[config.mk]
export PLATFORM = sky130hd
export DESIGN_NAME = tcon_arbiter
export DESIGN_NICKNAME = d
export VERILOG_FILES = /design/src/rtl/tcon_arbiter.sv
export SDC_FILE = /design/constraint.sdc
export NUM_CORES = 1
export LEC_CHECK = 0
export CAP_MARGIN = 20
export CORE_ASPECT_RATIO = 1.2
export CORE_MARGIN = 2
export CORE_UTILIZATION = 37
export CTS_BUF_LIST = sky130_fd_sc_hd__clkbuf_4 sky130_fd_sc_hd__clkbuf_8 sky130_fd_sc_hd__clkbuf_16
export CTS_CLUSTER_DIAMETER = 150
export DETAILED_ROUTE_END_ITERATION = 10
export PLACE_DENSITY = 0.78
export SYNTH_ARGS = -nofsm -noshare
export SYNTH_HDL_FRONTEND = slang
export SYNTH_SLANG_ARGS = --single-unit
[constraint.sdc]
create_clock -name clk -period 1.5 [get_ports clk]
set_input_delay 0.15 -clock clk [delete_from_list [all_inputs] [get_ports clk]]
set_output_delay 0.15 -clock clk [all_outputs]
set_load 0.01 [all_outputs]
[src/rtl/tcon_arbiter.sv]
// tcon_arbiter: round-robin, burst-limited arbiter sharing the tcon 8-bit
// 2:1 select datapath between requesters A and B. The granted beat is
// captured into a single registered output stage, and each grant is capped
// at MAX_BURST accepted beats before the arbiter re-arbitrates.
module tcon_arbiter #(
  parameter int DATA_W    = 8,
  parameter int MAX_BURST = 4
) (
  input  logic              clk,
  input  logic              rst_n,
  input  logic              a_valid,
  input  logic [DATA_W-1:0] a_data,
  output logic              a_ready,
  input  logic              b_valid,
  input  logic [DATA_W-1:0] b_data,
  output logic              b_ready,
  output logic              out_valid,
  output logic [DATA_W-1:0] out_data,
  input  logic              out_ready,
  output logic              sel,
  output logic              busy
);

  localparam int CW = $clog2(MAX_BURST + 1);
  localparam logic [CW-1:0] LAST_BEAT = CW'(MAX_BURST - 1);

  typedef enum logic [1:0] {
    IDLE  = 2'd0,
    GNT_A = 2'd1,
    GNT_B = 2'd2
  } state_t;

  state_t            state_q;
  logic              rrA_q;
  logic [CW-1:0]     cnt_q;
  logic              out_valid_q;
  logic [DATA_W-1:0] out_data_q;

  logic loadEn;
  logic aFire;
  logic bFire;
  logic lastBeat;
  logic relA;
  logic relB;

  // Handshake decode: the output stage can take a beat when empty or draining,
  // and a grant ends when its owner goes quiet or its final allowed beat lands.
  always_comb begin
    loadEn   = ~out_valid_q | out_ready;
    a_ready  = (state_q == GNT_A) & loadEn;
    b_ready  = (state_q == GNT_B) & loadEn;
    aFire    = a_valid & a_ready;
    bFire    = b_valid & b_ready;
    lastBeat = (cnt_q == LAST_BEAT);
    relA     = (state_q == GNT_A) & (~a_valid | (aFire & lastBeat));
    relB     = (state_q == GNT_B) & (~b_valid | (bFire & lastBeat));
  end

  // Grant FSM plus output register; a release overrides the beat counter
  // increment so the next grant always starts counting from zero.
  always_ff @(posedge clk) begin
    if (!rst_n) begin
      state_q     <= IDLE;
      rrA_q       <= 1'b1;
      cnt_q       <= '0;
      out_valid_q <= 1'b0;
      out_data_q  <= '0;
    end else begin
      if (aFire) begin
        out_data_q  <= a_data;
        out_valid_q <= 1'b1;
        cnt_q       <= cnt_q + 1'b1;
      end else if (bFire) begin
        out_data_q  <= b_data;
        out_valid_q <= 1'b1;
        cnt_q       <= cnt_q + 1'b1;
      end else if (out_ready) begin
        out_valid_q <= 1'b0;
      end

      case (state_q)
        IDLE: begin
          if (a_valid && (!b_valid || rrA_q)) begin
            state_q <= GNT_A;
          end else if (b_valid) begin
            state_q <= GNT_B;
          end
        end
        GNT_A: begin
          if (relA) begin
            rrA_q <= 1'b0;
            cnt_q <= '0;
            if (b_valid) begin
              state_q <= GNT_B;
            end else if (a_valid) begin
              state_q <= GNT_A;
            end else begin
              state_q <= IDLE;
            end
          end
        end
        GNT_B: begin
          if (relB) begin
            rrA_q <= 1'b1;
            cnt_q <= '0;
            if (a_valid) begin
              state_q <= GNT_A;
            end else if (b_valid) begin
              state_q <= GNT_B;
            end else begin
              state_q <= IDLE;
            end
          end
        end
        default: state_q <= IDLE;
      endcase
    end
  end

  assign sel       = (state_q == GNT_A);
  assign busy      = (state_q != IDLE);
  assign out_valid = out_valid_q;
  assign out_data  = out_data_q;

endmodule

==> impl_metrics.py, run 1 <==
metrics = {
    "cts": {
        "cts_buffers": 3,
        "htree_levels": 1,
        "cts_sinks": 15,
        "root_buffer": "clkbuf_4",
        "cts_buffer_depth": 2,
        "clkSlewWorstSetupHoldPaths_ns": 0.09,
        "clk_latency_ns": 0.28,
        "cts_tree": "done",
        "cts.hold.buffers_added": 0,
    },
    "timing": {
        "whs_ns": 0.421,
        "setup_slack_ns": -0.0159,
        "fmax_mhz": 660,
        "rsz0062_at_grt": "yes",
        "skew_ns": 0.00205,
        "timing.final.crit_share_pct": 101,
        "relSlewSlack_pct": 77.8,
        "setup_viol": 1,
        "hold_viol": 0,
        "slew_viol_final": 0,
        "worst_pin_slew_ns": 0.332,
        "min_period_ns": 1.52,
        "finalSetupTns_ns": -0.0159,
    },
    "die": {
        "core_area_um2": 2070,
        "pin_count": 34,
        "dieArea_um2": 2590,
        "initial_utilization_pct": 39.3,
        "placementRows": 18,
        "die_w_um": 46.8,
        "die_y_um": 55.4,
    },
    "setup_path": {
        "path_max_fanout": 6,
        "critPathKind": "flop to flop",
        "crit_arrival_ns": 1.69,
        "cp-start-kind": "flop",
        "slowest_stage": "dfxtp_4",
        "cp.required_ns": 1.67,
        "path_cells": "inv_4 > ha_4 > buf_6 > a22oi_4 > a21o_1 > nand2_1 > a221o_1",
        "crit_path_end_kind": "flop",
        "slowest_delay_ns": 0.37,
        "reg2reg_depth": 7,
    },
    "route": {
        "met2_wirelength_um": 1230,
        "ant_nets": 0,
        "routed.top_layer": "met4",
        "wl_met3_um": 92,
        "vias": 878,
        "drt-pass1-iter-count": 2,
        "wl_um": 2260,
        "routedLengthMet1_um": 893,
        "drc_errors": 0,
        "drtIter0Drc": 4,
        "wl_per_cell_um": 12.8,
        "vias_per_cell": 4.96,
    },
    "synth": {
        "ys_seq_area_share_pct": 36.9,
        "syn_avg_cell_area_um2": 8.40,
        "synthArstFlopShare_pct": 0,
        "synth_edf_count": 0,
        "ys_seq_elements": 15,
        "syn_nets": 124,
        "ys_warn_count": 0,
        "ys.flop_type": "dfxtp_1",
        "syn_inst": 97,
        "syn-cell-area_um2": 815,
        "synth_cell_types": 29,
    },
    "status": {
        "run_status": "finished with violations",
        "failed_checks": "negative setup slack",
    },
    "grt": {
        "grt-ovfl-total": 0,
        "antenna_found_initial": 0,
        "grt_pass1_wl_um": 3620,
        "grt_util_all_layers_pct": 19.0,
        "first_global_vias": 917,
        "grt_max_degree": 12,
    },
    "finish": {
        "ff_latch_area_um2": 305,
        "num_antenna_cells": 0,
        "finalNetCount": 175,
        "drive_gt1_share_pct": 22.4,
        "multi_input_area_um2": 504,
        "utilization_pct": 65.5,
        "fillCellCount": 184,
        "syn_to_final_growth_pct": 66.5,
    },
    "placed_design": {
        "io_buffers": 33,
        "hpwl_um": 1740,
        "routabilityCongestion": 0.902,
        "dp_slack_ns": -0.0949,
    },
    "power_and_ir_drop": {
        "cellLeakagePower_nw": 0.585,
        "peakVddDrop_uv": 702,
        "power_density_nw_per_um2": 1150,
    },
    "job": {
        "maxCapViolCount": 0,
    },
    "worst_hold_path": {
        "worstHoldPathType": "input port to flop",
        "hold_path_depth": 3,
    },
}
-- logic make-up (layout without fill, tap and decap cells) --
logic type                 Yosys count  count (layout)  synth area share (%)
muxes                                2               2                  2.61
xor gates and xnor gates             1               1                  1.08
buffers and inverters                9              59                  5.38
DFF                                 15              15                  36.9
AOI/OAI and AO/OA                   32              32                  27.2
adders and majority gates            6               6                  9.22
and+or+nand+nor                     32              32                  17.7
-- cell type report --
cell class | count | area share (%)
timing repair buffer | 49 | 33.5
multi-input combinational | 73 | 37.2
sequential | 15 | 22.5
clock buffer | 4 | 2.21
inverter | 6 | 1.85
tap | 30 | 2.77
-- registers in the layout (all words and copies together) (netlist names) --
signal and count:
cnt_q 3, out_data 8, out_valid 1, rrA_q 1, state_q 2
-- worst max-delay path, delay by kind of cell, from the launching register on --
family / cells / cell delay, ns
AOI/OAI and AO/OA: 3 / 0.64
and+or+nand+nor: 1 / 0.06
buffers and inverters: 2 / 0.17
DFF: 1 / 0.37
adders and majority gates: 1 / 0.16
-- routing by layer --
layer,vias to the layer above,track usage [%]
li1,444,-
met1,400,19.8
met2,28,34.2
met3,6,3.27
met4,0,8.33
met5,-,0
-- cell usage after synthesis, types with 2 or more instances --
library cell / number / area [µm²]
nor2b_1: 2 / 12.5
inv_1: 6 / 22.5
a21o_1: 2 / 15.0
nand2_1: 18 / 67.6
nor2_1: 3 / 11.3
o21ai_0: 10 / 50.1
nand2b_1: 2 / 12.5
ha_1: 6 / 75.1
a31oi_1: 8 / 50.1
and2_1: 2 / 12.5
dfxtp_1: 15 / 300
buf_2: 2 / 10.0
a21oi_1: 4 / 20.0
nor3_1: 2 / 10.0
-- what timing repair did --
item | in CTS | in global routing
endpoints found under the setup margin | 9 | 16
buffers inserted | 5 | 1
gates cloned | 0 | 0
resized for setup | 17 | 10
pin swaps | 7 | 4
-- path summary, 6_finish.rpt --
path                                          startpoint                  endpoint  slack, ns
worst max-delay path             state_q[1]$_SDFFE_PN0P_        rrA_q$_SDFFE_PN1P_      -0.02
worst min-delay path                           a_data[1]  out_data[1]$_SDFFE_PN0P_       0.42
worst max register to register   state_q[1]$_SDFFE_PN0P_        rrA_q$_SDFFE_PN1P_      -0.02
worst min register to register  out_data[0]$_SDFFE_PN0P_  out_data[0]$_SDFFE_PN0P_       0.52
-- power by group --
part	total [mW]	switching, mW	internal (mW)
Clock	0.249	0.127	0.121
Sequential	0.539	0.0586	0.481
Combinational	0.768	0.347	0.421
Total	1.56	0.533	1.02
-- placed cells by master (no fill, tap or decap), types with 2 or more instances in the layout --
cell type         n
nor2_1            3
clkbuf_4          4
dlygate4sd2_1     2
a31oi_1           8
inv_1             4
a21o_1            2
and2_1            2
dfxtp_1          13
buf_6             3
nand2_1          18
ha_4              2
o21ai_0           3
a21oi_1           3
nor2b_1           2
clkdlybuf4s50_1  29
nand2b_1          2
ha_1              4
buf_4            13
o21ai_1           8
-- metrics by stage --
stage | power (mW) | cells | instance area [µm²]
after detailed placement | 1.22 | 167 | 1240
final | 1.56 | 177 | 1360
after global routing | 1.65 | 177 | 1360
after floorplan | 0.881 | 97 | 820
after CTS | 1.55 | 176 | 1350
after global placement | 1.19 | 167 | 1240
Note: power is estimated with default switching activity, not from simulation.
==> run 2: changes to the inputs <==
- CORE_MARGIN: 2 -> default
==> impl_metrics.py, run 2 (synthesized netlist as in run 1, its figures left out) <==
metrics = {
    "finish": {
        "stdcell_count": 178,
        "utilization_pct": 66.8,
        "fillCellCount": 176,
        "design_area_um2": 1380,
        "final_common_cell": "clkdlybuf4s50_1",
        "syn_to_final_growth_pct": 69.9,
        "finalNetCount": 176,
        "drive_gt1_share_pct": 25.7,
        "num_antenna_cells": 0,
        "final_cell_mix": "clkdlybuf4s50_1, nand2_1, buf_4",
        "largest_reg_flops": 8,
    },
    "route": {
        "vias_per_cell": 4.84,
        "wl_per_cell_um": 12.5,
        "drtIter0Drc": 4,
        "drc_errors": 0,
        "vias": 862,
        "wl_um": 2220,
        "ant_nets": 0,
        "drt-pass1-iter-count": 4,
    },
    "placed_design": {
        "dp_slack_ns": -0.137,
        "routabilityCongestion": 0.758,
        "io_buffers": 33,
        "hpwl_um": 1560,
        "post_dp_cell_area_um2": 1240,
        "dp_cells": 165,
    },
    "timing": {
        "whs_ns": 0.418,
        "hold_viol": 0,
        "fmax_mhz": 659,
        "relSlewSlack_pct": 82.6,
        "finalSetupTns_ns": -0.0167,
        "worst_pin_slew_ns": 0.259,
        "rsz0062_at_grt": "yes",
        "setup_viol": 1,
        "min_period_ns": 1.52,
        "timing.final.crit_share_pct": 101,
        "setup_slack_ns": -0.0167,
        "slew_viol_final": 0,
        "skew_ns": 0.000677,
    },
    "power_and_ir_drop": {
        "cellLeakagePower_nw": 0.591,
        "power_mw": 1.57,
        "power_density_nw_per_um2": 1130,
        "peakVddDrop_uv": 823,
    },
    "setup_path": {
        "crit_start": "cnt_q[0]$_SDFF_PN0_",
        "reg2reg_from": "cnt_q[0]$_SDFF_PN0_",
        "reg2reg_depth": 5,
        "crit_path_end_kind": "flop",
        "cp-start-kind": "flop",
        "crit_arrival_ns": 1.70,
        "r2r_slack_ns": -0.02,
        "r2r-end": "rrA_q$_SDFFE_PN1P_",
        "crit_path_end": "rrA_q$_SDFFE_PN1P_",
        "path_max_fanout": 3,
        "cp.required_ns": 1.68,
        "critPathKind": "flop to flop",
    },
    "die": {
        "core_area_um2": 2070,
        "initial_utilization_pct": 39.3,
        "die_y_um": 53.4,
        "pin_count": 34,
        "dieArea_um2": 2390,
        "die_w_um": 44.8,
        "placementRows": 18,
    },
    "cts": {
        "root_buffer": "clkbuf_4",
        "htree_levels": 1,
        "cts_buffers": 3,
        "clk_latency_ns": 0.28,
        "cts_buffer_depth": 2,
        "cts_sinks": 15,
        "cts.hold.buffers_added": 0,
        "cts_tree": "done",
        "clkSlewWorstSetupHoldPaths_ns": 0.09,
    },
    "grt": {
        "grt_util_all_layers_pct": 21.2,
        "grt_pass1_wl_um": 3630,
        "first_global_vias": 861,
        "grt_max_degree": 15,
        "grt-ovfl-total": 0,
        "antenna_found_initial": 0,
    },
    "status": {
        "run_status": "finished with violations",
        "failed_checks": "negative setup slack",
    },
    "job": {
        "maxCapViolCount": 0,
    },
    "worst_hold_path": {
        "worstHoldPathType": "input port to flop",
    },
}
run 2: worst min path at each step:
stage | to | start | depth (start not counted) | slack, ns
floorplan | out_data[0]$_SDFFE_PN0P_ | a_data[0] | 2 | 0.30
global placement | cnt_q[1]$_SDFF_PN0_ | cnt_q[1]$_SDFF_PN0_ | 2 | 0.48
detailed placement | cnt_q[1]$_SDFF_PN0_ | cnt_q[1]$_SDFF_PN0_ | 2 | 0.51
CTS | out_data[3]$_SDFFE_PN0P_ | b_data[3] | 3 | 0.41
global route | out_data[2]$_SDFFE_PN0P_ | a_data[2] | 3 | 0.44
finish | out_data[1]$_SDFFE_PN0P_ | a_data[1] | 3 | 0.42
run 2: routing by layer:
metal,up-vias,routed length (µm),global-route usage [%]
met5,-,0,0
met4,0,36,10.1
met3,4,69,3.75
met2,26,1140,37.0
met1,386,970,24.4
li1,446,-,-
run 2: final cells by class:
type	count	area (µm²)	area share, %
clock inverter	1	5.00	0.362
clock buffer	3	22.5	1.63
inverter	6	25.0	1.81
timing repair buffer	50	470	34.0
tap	30	37.5	2.71
multi-input combinational	73	518	37.4
sequential	15	305	22.1
run 2: power by group:
group	switching, mW	internal, mW
registers	0.0566	0.481
logic	0.348	0.450
clock network	0.135	0.0990
run 2: worst max-delay path, stage by stage, from the launching register on:
cell,delay (ns)
dfxtp_1,0.34
ha_1,0.23
ha_2,0.20
a21o_1,0.18
buf_4,0.14
a221o_1,0.33
run 2: repair_timing:
| action | 4_1_cts | 5_1_grt |
|---|---|---|
| gates resized for setup | 17 | 12 |
| pin swaps | 2 | 2 |
| buffers inserted | 7 | 2 |
| endpoints found under the setup margin | 8 | 16 |
